==> config.mk <==
export PLATFORM = sky130hd
export DESIGN_NAME = fifo_rd_drain_flat
export DESIGN_NICKNAME = d
export VERILOG_FILES = /design/src/rtl/fifo_pkg.sv /design/src/rtl/fifo_rd_drain_if.sv /design/src/rtl/fifo_rd_drain.sv /design/src/flat_wrapper.sv
export SDC_FILE = /design/constraint.sdc
export NUM_CORES = 1
export LEC_CHECK = 0
export CORE_MARGIN = 3
export CORE_UTILIZATION = 49
export CTS_CLUSTER_SIZE = 14
export DETAILED_ROUTE_END_ITERATION = 7
export GPL_ROUTABILITY_DRIVEN = 0
export PLACE_DENSITY = 0.8
export RECOVER_POWER = 50
export SLEW_MARGIN = 20
export SYNTH_ARGS = -nofsm -noshare
export SYNTH_HDL_FRONTEND = slang
export SYNTH_SLANG_ARGS = --single-unit
==> constraint.sdc <==
create_clock -name clk_rd -period 2.65 [get_ports clk_rd]
set_clock_uncertainty 0.1 [all_clocks]
set_input_delay 0.265 -clock clk_rd [delete_from_list [all_inputs] [get_ports clk_rd]]
set_output_delay 0.265 -clock clk_rd [all_outputs]
set_load 0.05 [all_outputs]
==> src/rtl/fifo_pkg.sv <==
// fifo_pkg -- shared definitions for the FIFO read-side blocks.
//   DATA_WIDTH  : default width of FIFO words and downstream stream data.
//   occ_state_e : occupancy of the 2-entry skid buffer in fifo_rd_drain.
package fifo_pkg;

  localparam int DATA_WIDTH = 8;

  typedef enum logic [1:0] {
    OCC_EMPTY = 2'd0,
    OCC_ONE   = 2'd1,
    OCC_TWO   = 2'd2
  } occ_state_e;

endpackage

==> src/rtl/fifo_rd_drain_if.sv <==
// fifo_rd_drain_if -- FIFO read port plus downstream valid/ready stream.
//   empty, data_out : FIFO status and first-word-fall-through head word.
//   rd_en           : FIFO pop strobe.
//   m_data, m_valid : downstream stream data and valid.
//   m_ready         : downstream ready.
// Modport master is the drain block; modport slave is the FIFO/sink side.
interface fifo_rd_drain_if #(
  parameter int DATA_WIDTH = fifo_pkg::DATA_WIDTH
) ();

  logic                  empty;
  logic [DATA_WIDTH-1:0] data_out;
  logic                  rd_en;
  logic [DATA_WIDTH-1:0] m_data;
  logic                  m_valid;
  logic                  m_ready;

  modport master (
    input  empty,
    input  data_out,
    input  m_ready,
    output rd_en,
    output m_data,
    output m_valid
  );

  modport slave (
    output empty,
    output data_out,
    output m_ready,
    input  rd_en,
    input  m_data,
    input  m_valid
  );

endinterface

==> src/rtl/fifo_rd_drain.sv <==
// fifo_rd_drain -- drains a first-word-fall-through FIFO into a valid/ready
// stream through a 2-entry skid buffer, sustaining one word per cycle.
//   clk_rd    : read-domain clock, all state on its rising edge.
//   rst_n     : asynchronous active-low reset.
//   enable    : permits fetching; buffered words still drain when low.
//   flush     : synchronous clear of the buffered words.
//   bus       : FIFO read port and downstream stream (master modport).
//   words_rd  : wrapping count of completed downstream transfers.
//   proto_err : sticky flag, pop was issued while the FIFO was empty.
module fifo_rd_drain
  import fifo_pkg::*;
#(
  parameter int DATA_WIDTH = fifo_pkg::DATA_WIDTH,
  parameter int CNT_WIDTH  = 16
) (
  input  logic                 clk_rd,
  input  logic                 rst_n,
  input  logic                 enable,
  input  logic                 flush,
  fifo_rd_drain_if.master      bus,
  output logic [CNT_WIDTH-1:0] words_rd,
  output logic                 proto_err
);

  occ_state_e            state_r;
  occ_state_e            state_nxt_s;
  logic [DATA_WIDTH-1:0] slot0_r;      // oldest entry, drives m_data
  logic [DATA_WIDTH-1:0] slot1_r;
  logic [DATA_WIDTH-1:0] slot0_nxt_s;
  logic [DATA_WIDTH-1:0] slot1_nxt_s;
  logic                  m_valid_r;
  logic [CNT_WIDTH-1:0]  words_rd_r;
  logic                  proto_err_r;
  logic                  xfer_s;
  logic                  pop_s;

  assign xfer_s = m_valid_r & bus.m_ready;

  // Pop decision: a full buffer only accepts a word when the head leaves
  // in the same cycle; pops are held off during reset and flush.
  always_comb begin
    pop_s = 1'b0;
    if (rst_n && enable && !bus.empty && !flush &&
        ((state_r != OCC_TWO) || xfer_s)) begin
      pop_s = 1'b1;
    end else begin
      pop_s = 1'b0;
    end
  end

  // Occupancy next state and skid-buffer contents.
  always_comb begin
    state_nxt_s = state_r;
    slot0_nxt_s = slot0_r;
    slot1_nxt_s = slot1_r;
    if (flush) begin
      state_nxt_s = OCC_EMPTY;
      slot0_nxt_s = {DATA_WIDTH{1'b0}};
      slot1_nxt_s = {DATA_WIDTH{1'b0}};
    end else begin
      case (state_r)
        OCC_EMPTY: begin
          if (pop_s) begin
            slot0_nxt_s = bus.data_out;
            state_nxt_s = OCC_ONE;
          end else begin
            state_nxt_s = OCC_EMPTY;
          end
        end
        OCC_ONE: begin
          if (pop_s && xfer_s) begin
            slot0_nxt_s = bus.data_out;
            state_nxt_s = OCC_ONE;
          end else if (pop_s) begin
            slot1_nxt_s = bus.data_out;
            state_nxt_s = OCC_TWO;
          end else if (xfer_s) begin
            state_nxt_s = OCC_EMPTY;
          end else begin
            state_nxt_s = OCC_ONE;
          end
        end
        OCC_TWO: begin
          if (xfer_s) begin
            slot0_nxt_s = slot1_r;
            if (pop_s) begin
              slot1_nxt_s = bus.data_out;
              state_nxt_s = OCC_TWO;
            end else begin
              state_nxt_s = OCC_ONE;
            end
          end else begin
            state_nxt_s = OCC_TWO;
          end
        end
        default: begin
          state_nxt_s = OCC_EMPTY;
        end
      endcase
    end
  end

  // State, buffer, valid, transfer counter and protocol error registers.
  always_ff @(posedge clk_rd or negedge rst_n) begin
    if (!rst_n) begin
      state_r     <= OCC_EMPTY;
      slot0_r     <= {DATA_WIDTH{1'b0}};
      slot1_r     <= {DATA_WIDTH{1'b0}};
      m_valid_r   <= 1'b0;
      words_rd_r  <= {CNT_WIDTH{1'b0}};
      proto_err_r <= 1'b0;
    end else begin
      state_r     <= state_nxt_s;
      slot0_r     <= slot0_nxt_s;
      slot1_r     <= slot1_nxt_s;
      m_valid_r   <= (state_nxt_s != OCC_EMPTY);
      // A transfer in a flush cycle still completes and is counted.
      if (xfer_s) begin
        words_rd_r <= words_rd_r + {{(CNT_WIDTH-1){1'b0}}, 1'b1};
      end else begin
        words_rd_r <= words_rd_r;
      end
      proto_err_r <= proto_err_r | (pop_s & bus.empty);
    end
  end

  assign bus.rd_en   = pop_s;
  assign bus.m_data  = slot0_r;
  assign bus.m_valid = m_valid_r;
  assign words_rd    = words_rd_r;
  assign proto_err   = proto_err_r;

endmodule
==> src/flat_wrapper.sv <==
// flat-port wrapper written by rule: the top's interface ports become plain ports
module fifo_rd_drain_flat import fifo_pkg::*;
#(
  parameter int DATA_WIDTH = fifo_pkg::DATA_WIDTH,
  parameter int CNT_WIDTH  = 16
)
  (clk_rd, rst_n, enable, flush, words_rd, proto_err, bus_empty, bus_data_out, bus_m_ready, bus_rd_en, bus_m_data, bus_m_valid);
  fifo_rd_drain_if #(.DATA_WIDTH(DATA_WIDTH)) bus_i ();
  input  logic clk_rd;
  input  logic rst_n;
  input  logic enable;
  input  logic flush;
  output logic [CNT_WIDTH-1:0] words_rd;
  output logic proto_err;
  input wire logic [$bits(bus_i.empty)-1:0] bus_empty;
  input wire logic [$bits(bus_i.data_out)-1:0] bus_data_out;
  input wire logic [$bits(bus_i.m_ready)-1:0] bus_m_ready;
  output wire logic [$bits(bus_i.rd_en)-1:0] bus_rd_en;
  output wire logic [$bits(bus_i.m_data)-1:0] bus_m_data;
  output wire logic [$bits(bus_i.m_valid)-1:0] bus_m_valid;
  assign bus_i.empty = bus_empty;
  assign bus_i.data_out = bus_data_out;
  assign bus_i.m_ready = bus_m_ready;
  assign bus_rd_en = bus_i.rd_en;
  assign bus_m_data = bus_i.m_data;
  assign bus_m_valid = bus_i.m_valid;
  fifo_rd_drain #(.DATA_WIDTH(DATA_WIDTH), .CNT_WIDTH(CNT_WIDTH)) u_core (.clk_rd(clk_rd), .rst_n(rst_n), .enable(enable), .flush(flush), .bus(bus_i), .words_rd(words_rd), .proto_err(proto_err));
endmodule
==> run_summary.xml <==
<?xml version="1.0" encoding="UTF-8"?>
<metrics>
  <group name="worst_setup_path">
    <metric name="worstPathCellList" unit="">dlygate4sd3_1 -&gt; clkbuf_1 -&gt; nand4bb_4 -&gt; a21o_1 -&gt; clkinvlp_4 -&gt; ha_4 -&gt; or3b_1 -&gt; a21o_1 -&gt; mux2i_1 -&gt; nor2_1</metric>
    <metric name="worstPathRequired" unit="ns">2.79</metric>
    <metric name="worstSetupStartpointType" unit="">input port</metric>
    <metric name="slowest_delay" unit="ns">0.53</metric>
    <metric name="criticalPathCategory" unit="">in2reg</metric>
    <metric name="path_common_cell" unit="">a21o_1</metric>
    <metric name="timing.critical_path.fanout_max" unit="">8</metric>
    <metric name="worstSetupEndpointType" unit="">flop</metric>
    <metric name="worst-endpoint-arrival" unit="ns">2.58</metric>
    <metric name="crit_path_top_delay_cell" unit="">dlygate4sd3_1</metric>
  </group>
  <group name="finish">
    <metric name="nNetsFinal" unit="">223</metric>
    <metric name="area_growth_syn_to_layout" unit="%">30.9</metric>
    <metric name="fillerInstances" unit="">265</metric>
    <metric name="final_core_utilization" unit="%">67.3</metric>
    <metric name="num_antenna_cells" unit="">0</metric>
    <metric name="seqCellArea" unit="um^2">902</metric>
    <metric name="multiInputGateArea" unit="um^2">802</metric>
    <metric name="final_layout_size_suffix_gt1_share" unit="%">8.78</metric>
  </group>
  <group name="power_and_ir_drop">
    <metric name="seq_power_share" unit="%">52.3</metric>
    <metric name="vdd.ir_drop.worst" unit="mV">0.220</metric>
    <metric name="cell_internal_pwr" unit="W">0.000795</metric>
    <metric name="power_switching_share" unit="%">31.4</metric>
    <metric name="total_switching_power" unit="W">0.000364</metric>
    <metric name="powerDensity" unit="nW/um^2">508</metric>
    <metric name="power.combinational.fraction" unit="%">20.1</metric>
    <metric name="finalPower" unit="W">0.00116</metric>
    <metric name="part_of_the_power_in_the_clock_network" unit="%">27.7</metric>
    <metric name="p_leak" unit="nW">0.998</metric>
  </group>
  <group name="logic_synthesis">
    <metric name="synth_cell_type_count" unit="">32</metric>
    <metric name="synth_top_cell_by_area" unit="">dfrtp_1</metric>
    <metric name="synth_most_common_cell" unit="">dfrtp_1</metric>
    <metric name="seq_area_frac_synth" unit="%">51.7</metric>
    <metric name="syn-mean-instance-area" unit="um^2">11.0</metric>
    <metric name="synth_top_cells_by_area" unit="">dfrtp_1, xnor2_1, nor3_1, mux2i_1, a221oi_1</metric>
    <metric name="synth_top_flop_cell" unit="">dfrtp_1</metric>
    <metric name="post_synth_inst_count" unit="">158</metric>
    <metric name="yosys.area.top_type_share" unit="%">51.7</metric>
    <metric name="synth_nets" unit="">177</metric>
    <metric name="synth-seq-cells" unit="">36</metric>
    <metric name="synth-edff-count" unit="">0</metric>
    <metric name="async_reset_ff_share" unit="%">100</metric>
    <metric name="synth_warnings" unit="">0</metric>
    <metric name="post_synth_instance_area" unit="um^2">1740</metric>
    <metric name="synth.top_cells.by_count" unit="">dfrtp_1, nor3_1, xnor2_1</metric>
  </group>
  <group name="global_route">
    <metric name="antenna_found_initial" unit="">0</metric>
    <metric name="first_global_vias" unit="">1409</metric>
    <metric name="grt_use_total" unit="%">19.5</metric>
    <metric name="wire_length_of_the_first_global_routing_pass" unit="mm">6.37</metric>
    <metric name="grt_start_max_net_pins" unit="">37</metric>
    <metric name="overflow" unit="">0</metric>
  </group>
  <group name="sta">
    <metric name="tns" unit="ns">0</metric>
    <metric name="max_slew_margin" unit="%">41.8</metric>
    <metric name="period_share" unit="%">92.1</metric>
    <metric name="finalSetupViolations" unit="">0</metric>
    <metric name="timing.final.max_slew_violations" unit="">0</metric>
    <metric name="max_slew.worst_pin.slew" unit="ns">0.872</metric>
    <metric name="unrepaired_setup_endpoints_after_global_routing" unit="">no</metric>
    <metric name="fin_crit" unit="ns">2.44</metric>
    <metric name="finalWorstSetupSlack" unit="ns">0.209</metric>
    <metric name="finalHoldViolCount" unit="">0</metric>
    <metric name="max_clock_freq" unit="MHz">410</metric>
  </group>
  <group name="floorplan">
    <metric name="num_io_pins" unit="">41</metric>
    <metric name="placementRows" unit="">21</metric>
    <metric name="fp.coreArea" unit="um^2">3390</metric>
    <metric name="floorplan.initialDensity" unit="%">51.4</metric>
    <metric name="die_height" unit="um">65.6</metric>
    <metric name="die-area" unit="um^2">4310</metric>
    <metric name="die_width" unit="um">65.6</metric>
  </group>
  <group name="run">
    <metric name="number_of_violations_of_the_max_capacitance_limit" unit="">0</metric>
  </group>
  <group name="route">
    <metric name="ant_nets" unit="">0</metric>
    <metric name="drt-pass1-iter-count" unit="">4</metric>
    <metric name="wire_per_inst" unit="um">14.6</metric>
    <metric name="dr_total_vias" unit="">1374</metric>
    <metric name="post_drt_via_cell_ratio" unit="">5.47</metric>
    <metric name="drcViolationCount" unit="">0</metric>
    <metric name="drt_iter0_markers" unit="">65</metric>
    <metric name="detail_route.wirelength" unit="mm">3.66</metric>
  </group>
  <group name="placement">
    <metric name="placement.setup.worst_slack" unit="ns">-0.0135</metric>
    <metric name="dp_hpwl" unit="mm">2.73</metric>
    <metric name="port_buffers" unit="">40</metric>
  </group>
  <group name="cts">
    <metric name="numCtsBuffers" unit="">5</metric>
    <metric name="cts_htree_levels" unit="">2</metric>
    <metric name="cts_tree" unit="">done</metric>
    <metric name="postCtsSetupBuffers" unit="">0</metric>
    <metric name="cts.sinks" unit="">36</metric>
    <metric name="cts_max_path_buffers" unit="">2</metric>
    <metric name="clock_latency" unit="ns">0.35</metric>
    <metric name="cts-root-buf" unit="">clkbuf_4</metric>
    <metric name="clkTransAtPathRegs" unit="ns">0.11</metric>
  </group>
  <group name="run_status">
    <metric name="status" unit="">completed</metric>
  </group>
  <group name="hold_path">
    <metric name="worst_hold_path_class" unit="">reg2reg</metric>
  </group>
</metrics>
==> layout make-up <==
type,instances,share of cell area [%]
clock buffers,7,2.41
clock inverters,1,0.329
inverters,3,0.658
multi-input cells,112,35.2
flip-flops and latches,36,39.6
well taps,46,2.52
repair buffers,46,19.4
==> worst max-delay path: cells and delay by family <==
kind,cells,cell delay [ns]
simple gates,3,0.55
fa+ha+maj,1,0.19
buf+inv,3,0.84
compound gates,2,0.52
mux,1,0.21
==> routing by layer <==
layer	up-vias	part of all wire [%]	GRT usage [%]
met5	-	0	0
met4	0	1.9	8.29
met3	10	5.4	5.47
met2	36	51	33.4
met1	678	42	22.5
li1	650	-	-
==> state kept, by name (all words and copies together), names as in the netlist <==
signal and flops:
u_core.slot1_r 8, u_core.state_r 2, u_core.words_rd 16, u_core.bus.m_valid 1
u_core.bus.m_data 8, u_core.proto_err 1
==> cells in the final DEF (no fill, tap or decap), types with 2 or more instances in the layout <==
| cell | n |
|---|---|
| nor2_1 | 11 |
| a21o_1 | 2 |
| ha_1 | 4 |
| xnor2_1 | 13 |
| clkdlybuf4s50_1 | 38 |
| inv_1 | 2 |
| xor2_1 | 2 |
| nor2b_1 | 10 |
| nand3_1 | 5 |
| clkbuf_4 | 5 |
| clkinvlp_4 | 2 |
| mux2i_1 | 8 |
| nand4_1 | 4 |
| nor3_1 | 19 |
| nand2_1 | 11 |
| clkbuf_1 | 4 |
| buf_4 | 2 |
| a221oi_1 | 8 |
| dfrtp_1 | 35 |
==> path summary, 6_finish.rpt <==
| kind | start | to | slack, ns | cells after the start |
|---|---|---|---|---|
| max | rst_n | u_core.slot1_r[1] | 0.21 | 10 |
| min | u_core.proto_err | u_core.proto_err | 0.29 | 0 |
| max reg2reg | u_core.state_r[0] | u_core.slot1_r[1] | 0.22 | 8 |
| min reg2reg | u_core.proto_err | u_core.proto_err | 0.29 | 0 |
| max in group asynchronous | rst_n | u_core.state_r[1] | 1.18 | 3 |
| min in group asynchronous | rst_n | u_core.state_r[0] | 0.68 | 3 |
==> timing repair <==
action | CTS | global route
hold buffers | 1 | 0
endpoints found under the setup margin | 0 | 3
gates resized for setup | 0 | 1
endpoints found under the hold margin | 36 | 0
==> through the flow <==
| step | hold slack, ns | area, um^2 | instances |
|---|---|---|---|
| floorplan | -0.131 | 1770 | 158 |
| global placement | 0.264 | 2220 | 242 |
| detailed placement | 0.267 | 2220 | 242 |
| CTS | 0.292 | 2290 | 251 |
| global route | 0.305 | 2280 | 251 |
| finish | 0.285 | 2280 | 251 |
==> power by group through the flow <==
stage / registers [W] / logic (W) / clock network, W
final: 0.000605 / 0.000232 / 0.000321
after global routing: 0.000610 / 0.000249 / 0.000349
after floorplan: 0.000694 / 0.0000559 / 0
after CTS: 0.000605 / 0.000238 / 0.000328
after global placement: 0.000612 / 0.000229 / 0
after detailed placement: 0.000616 / 0.000236 / 0
==> cell families after synthesis <==
kind of cell,after synthesis,synth area share (%)
flops,36,51.7
compound gates,14,7.25
mux,9,5.24
buf+inv,10,3.02
xor+xnor,15,7.54
simple gates,69,21.7
fa+ha+maj,5,3.59
Power figures use the tool's default switching activity.
==> RTL change 1: new RTL, same settings <==
Encoding of `occ_state_e`: now one-hot (3 bits for 3 states).
--- a/src/rtl/fifo_pkg.sv
+++ b/src/rtl/fifo_pkg.sv
@@ -5,10 +5,10 @@
 
   localparam int DATA_WIDTH = 8;
 
-  typedef enum logic [1:0] {
-    OCC_EMPTY = 2'd0,
-    OCC_ONE   = 2'd1,
-    OCC_TWO   = 2'd2
+  typedef enum logic [2:0] {
+    OCC_EMPTY = 3'b001,
+    OCC_ONE   = 3'b010,
+    OCC_TWO   = 3'b100
   } occ_state_e;
 
 endpackage
Function: same outputs for any inputs over 4 cycles, from zero or initial values and one cycle with rst_n low; so few cycles prove little.
==> RTL change 1 against the unedited design <==
Sequential power about the same; critical path type is now reg2reg; cell count up 9.2%; sequential share of layout area down 1.9 points; clock power up 16%; critical endpoint is now u_core.bus.m_data[6]$_DFFE_PN0P_; total power up 2.8%; sequential cell count up 1; design area up 7.9%; area after synthesis up 7.8%; synthesized cell count up 13%; setup slack worse by 0.023 ns; wire length up 21%.
==> RTL change 1: results (changes against the unedited design) <==
* Number of max-slew violations in the final report at 0 (unchanged)
* Leakage power at 1.02 nW (+2.4%)
* Count of different cell masters after synthesis at 39 (+22%)
* Post-detailed-routing wire length at 4420 µm (+21%)
* Cells taking the most area after synthesis: sky130_fd_sc_hd__dfrtp_1 48%, sky130_fd_sc_hd__xnor2_1 4.7%, sky130_fd_sc_hd__a311oi_1 3.7%, sky130_fd_sc_hd__ha_1 3.3%, sky130_fd_sc_hd__nor2b_1 3.0%
* Area after detailed placement at 2380 µm² (+7.3%)
* Cells after Synth at 179 (+13%)
* Commonest cells in the synthesized netlist: 36 x sky130_fd_sc_hd__dfrtp_1, 11 x sky130_fd_sc_hd__nand3_1, 10 x sky130_fd_sc_hd__a21oi_1, 10 x sky130_fd_sc_hd__nand2_1, 10 x sky130_fd_sc_hd__xnor2_1
* Worst R2R Setup Slack at 0.19 ns (-0.03 ns)
* Clock edge transition at the registers on the reported setup and hold paths at 0.07 ns (-0.04 ns)
* Post_cts resized at 1 (+1)
* Dpl ws at -0.400 ns (-0.387 ns)
* Critical path capture point: u_core.bus.m_data[6]$_DFFE_PN0P_
* Arrival time at the worst endpoint at 2.53 ns (-0.05 ns)
* Combinational share of power at 0.177 (-0.024)
* Startpoint of the worst register-to-register path: u_core.state_r[1]$_DFF_PN0_
* Worst skew pair latency at 0.29 ns (-0.06 ns)
* Hpwl dp at 3290 µm (+21%)
* Type of the worst setup path: reg2reg
* Final cell count without fillers at 274 (+9.2%)
* Outcome: completed
* First-pass GRT wire length at 7480 µm (+17%)
* Pin slew with the least headroom to its limit at 0.902 ns (+0.0298 ns)
* Largest buffer count on any clock path at 2 (unchanged)
* Detailed Route Iter0 Violations at 105 (+62%)
* Largest delay share family, worst path: compound AO/OA/AOI/OAI gates
* GRT Resource Usage Total at 0.220 (+0.0252)
* Crit-path max FO at 16 (+8)
* Nets in the synthesized netlist at 198 (+12%)
* Critical-path cell with the highest stage delay: sky130_fd_sc_hd__a2bb2oi_2
* Largest stage delay on the critical path at 0.57 ns (+0.04 ns)
* Max reg flops at 16 (unchanged)
* Warnings, synthesis at 0 (unchanged)
* Share of the yosys chip area belonging to registers at 0.494 (-0.0232)
* Clock tree root driver cell: sky130_fd_sc_hd__clkbuf_8
* Worst hold-check path type: reg2reg
* Net switching component of the power at 0.000338 W (-7.1%)
* Sequential power share at 0.510 (-0.013)
* Highest clock rate at 406 MHz (-0.92%)
* Number of nets in the layout at 246 (+10%)
* Largest net degree at the start of global routing at 38 (+2.7%)
* Endpoint with the worst hold slack: u_core.proto_err$_DFF_PN0_
* Share of cells above drive strength 1 at 0.118 (+0.0306)
* Depth of the CTS H-tree at 2 (unchanged)
* Final hold slack at 0.280 ns (-0.00487 ns)
* Maximum vdd ir drop at 0.270 mV (+22%)
* Number of detailed-route iterations in the first pass at 5 (+1)
* Routed via count at 1,575 (+15%)
* Critical hold path startpoint: u_core.proto_err$_DFF_PN0_
* Length in cells of the worst reg-to-reg path at 7 (-1)
* Number of I/O port buffers at 40 (unchanged)
* Switching share of power at 0.284 (-0.0304)
* Filler Cells Inserted at 259 (-2.3%)
## RTL change 1: area by class of cell
type	count	area (µm²)	share of cell area
Sequential cell	37	927	0.377
Multi-Input combinational cell	122	868	0.353
Timing Repair Buffer	51	487	0.198
Clock buffer	7	76.3	0.0310
Tap cell	46	57.6	0.0234
Inverter	10	40.0	0.0163
Clock inverter	1	5.00	0.00203
## RTL change 1: kinds of logic (layout without fill, tap and decap cells)
logic type,count (synthesis),in the layout,synth area share
and+or+nand+nor,58,58,0.180
xor gates and xnor gates,15,15,0.0700
muxes,1,1,0.00600
buffers and inverters,20,69,0.0506
adders and majority gates,5,5,0.0333
DFF,37,37,0.494
AOI/OAI and AO/OA,43,43,0.167
## RTL change 1: per-layer routing
| layer | global-route usage | up-vias | share of wire |
|---|---|---|---|
| met5 | 0 | - | 0 |
| met4 | 0.0968 | 0 | 0.018 |
| met3 | 0.0476 | 9 | 0.055 |
| met2 | 0.355 | 56 | 0.51 |
| met1 | 0.284 | 768 | 0.42 |
| li1 | - | 742 | - |
==> RTL change 2: new RTL, same flow settings <==
Made on the original files. The package constant `DATA_WIDTH` goes from 8 to 12.
--- a/src/rtl/fifo_pkg.sv
+++ b/src/rtl/fifo_pkg.sv
@@ -3,7 +3,7 @@
 //   occ_state_e : occupancy of the 2-entry skid buffer in fifo_rd_drain.
 package fifo_pkg;
 
-  localparam int DATA_WIDTH = 8;
+  localparam int DATA_WIDTH = 12;
 
   typedef enum logic [1:0] {
     OCC_EMPTY = 2'd0,
Interface: changed (resized bus_data_out and bus_m_data); port bits go from 41 to 49. The function was not compared with the original's and may differ.
==> RTL change 2 against the unedited design <==
Sequential cell count is 8 higher; area after synthesis is 21% higher; total power is 47% higher; setup slack worse by 0.042 ns; wire length is 19% higher; count of clock-buffer cells in the layout is 1 lower; synthesized cell count is 17% higher; design area is 21% higher; critical endpoint is now u_core.bus.m_data[10]$_DFFE_PN0P_.
==> RTL change 2: results (changes against the unedited design) <==
* Detailed Route Iter0 Violations at 69 (+6.2%)
* GRT Resource Usage Total at 0.189 (-0.00546)
* Plain + repair buffers at 57 (+24%)
* Largest net degree at the start of global routing at 46 (+24%)
* Number of detailed-route iterations in the first pass at 5 (+1)
* Worst slew slack as a fraction of its limit at 0.632 (+0.213)
* Share of the yosys chip area belonging to registers at 0.520 (+0.00353)
* Met1 routing resource usage after global routing at 0.243 (+0.0181)
* Dpl ws at -0.0115 ns (+0.00200 ns)
* Commonest cells in the synthesized netlist: 44 x sky130_fd_sc_hd__dfrtp_1, 24 x sky130_fd_sc_hd__mux2i_1, 16 x sky130_fd_sc_hd__nor2_1
* Clock buf count at 6 (-1)
* # clock sinks at 44 (+22%)
* Number of combinational gates with multiple inputs at 126 (+13%)
* P_int at 0.00117 W (+48%)
* Combinational share of power at 0.235 (+0.034)
* Wire length on met2 at 2040 µm (+9.3%)
* Instance count after placement with tap cells included at 281 (+16%)
* Leakage power at 1.38 nW (+38%)
* Crit-path max FO at 12 (+4)
* Met3 wire length at 227 µm (+15%)
* Inverter count of the layout excluding clock inverters at 5 (+2)
* Clock tree root driver cell: sky130_fd_sc_hd__clkbuf_8
* Nets in the synthesized netlist at 208 (+18%)
* Cells taking the most area after synthesis: sky130_fd_sc_hd__dfrtp_1 52%, sky130_fd_sc_hd__mux2i_1 11%, sky130_fd_sc_hd__a21o_1 4.6%, sky130_fd_sc_hd__xnor2_1 4.1%, sky130_fd_sc_hd__nor3_1 3.5%
* Clock Network Area Fraction at 0.0440 (+0.0165)
* X dimension of the die at 71.7 µm (+9.2%)
* Largest delay share family, worst path: buffers and inverters
* Count of different cell masters after synthesis at 34 (+6.3%)
* Maximum vdd ir drop at 0.381 mV (+73%)
* Multi-input logic portion of the cell area at 0.334 (-0.0175)
* Fraction of area in registers at 0.399 (+0.00341)
* Clock edge transition at the registers on the reported setup and hold paths at 0.09 ns (-0.02 ns)
* Total sequential power at 0.000759 W (+25%)
* Routed via count at 1,559 (+13%)
* Outcome: completed
* Worst skew pair latency at 0.30 ns (-0.05 ns)
* Number of I/O port buffers at 48 (+20%)
* Met3 track demand over resource at 0.0547 (about the same)
* Routed met1 length at 2010 µm (+32%)
* Global Route met2 Usage at 0.302 (-0.0321)
[RTL change 2: changes by cell type in the layout (fill, tap and decap cells not counted), moves of 4 or more]
cell | before | now
sky130_fd_sc_hd__a21o_1 | 2 | 13
sky130_fd_sc_hd__a221oi_1 | 8 | 0
sky130_fd_sc_hd__buf_4 | 2 | 7
sky130_fd_sc_hd__clkbuf_4 | 5 | 0
sky130_fd_sc_hd__clkbuf_8 | 1 | 6
sky130_fd_sc_hd__clkdlybuf4s50_1 | 38 | 45
sky130_fd_sc_hd__dfrtp_1 | 35 | 44
sky130_fd_sc_hd__mux2i_1 | 8 | 24
sky130_fd_sc_hd__nor2_1 | 11 | 16
sky130_fd_sc_hd__nor2b_1 | 10 | 1
sky130_fd_sc_hd__nor3_1 | 19 | 15
[RTL change 2: logic make-up after synthesis]
family | count (synthesis) | share of synthesized area
AND/OR/NAND/NOR | 61 | 0.151
multiplexers | 25 | 0.119
adder cells (fa/ha/maj) | 5 | 0.0296
buffers and inverters | 15 | 0.0461
XOR/XNOR | 15 | 0.0621
flip-flops | 44 | 0.520
AO/OA/AOI/OAI | 20 | 0.0721
[RTL change 2: worst paths after layout]
path,from,to,slack (ns),cells after the start
max in group asynchronous,rst_n,u_core.bus.m_data[3]$_DFFE_PN0P_,1.54,3
worst max-delay path,rst_n,u_core.bus.m_data[10]$_DFFE_PN0P_,0.17,11
worst min-delay path,u_core.proto_err$_DFF_PN0_,u_core.proto_err$_DFF_PN0_,0.28,0
worst max register to register,u_core.state_r[1]$_DFF_PN0_,u_core.bus.m_data[10]$_DFFE_PN0P_,0.25,10
worst min register to register,u_core.proto_err$_DFF_PN0_,u_core.proto_err$_DFF_PN0_,0.28,0
min in group asynchronous,rst_n,u_core.words_rd[4]$_DFFE_PN0P_,0.53,3
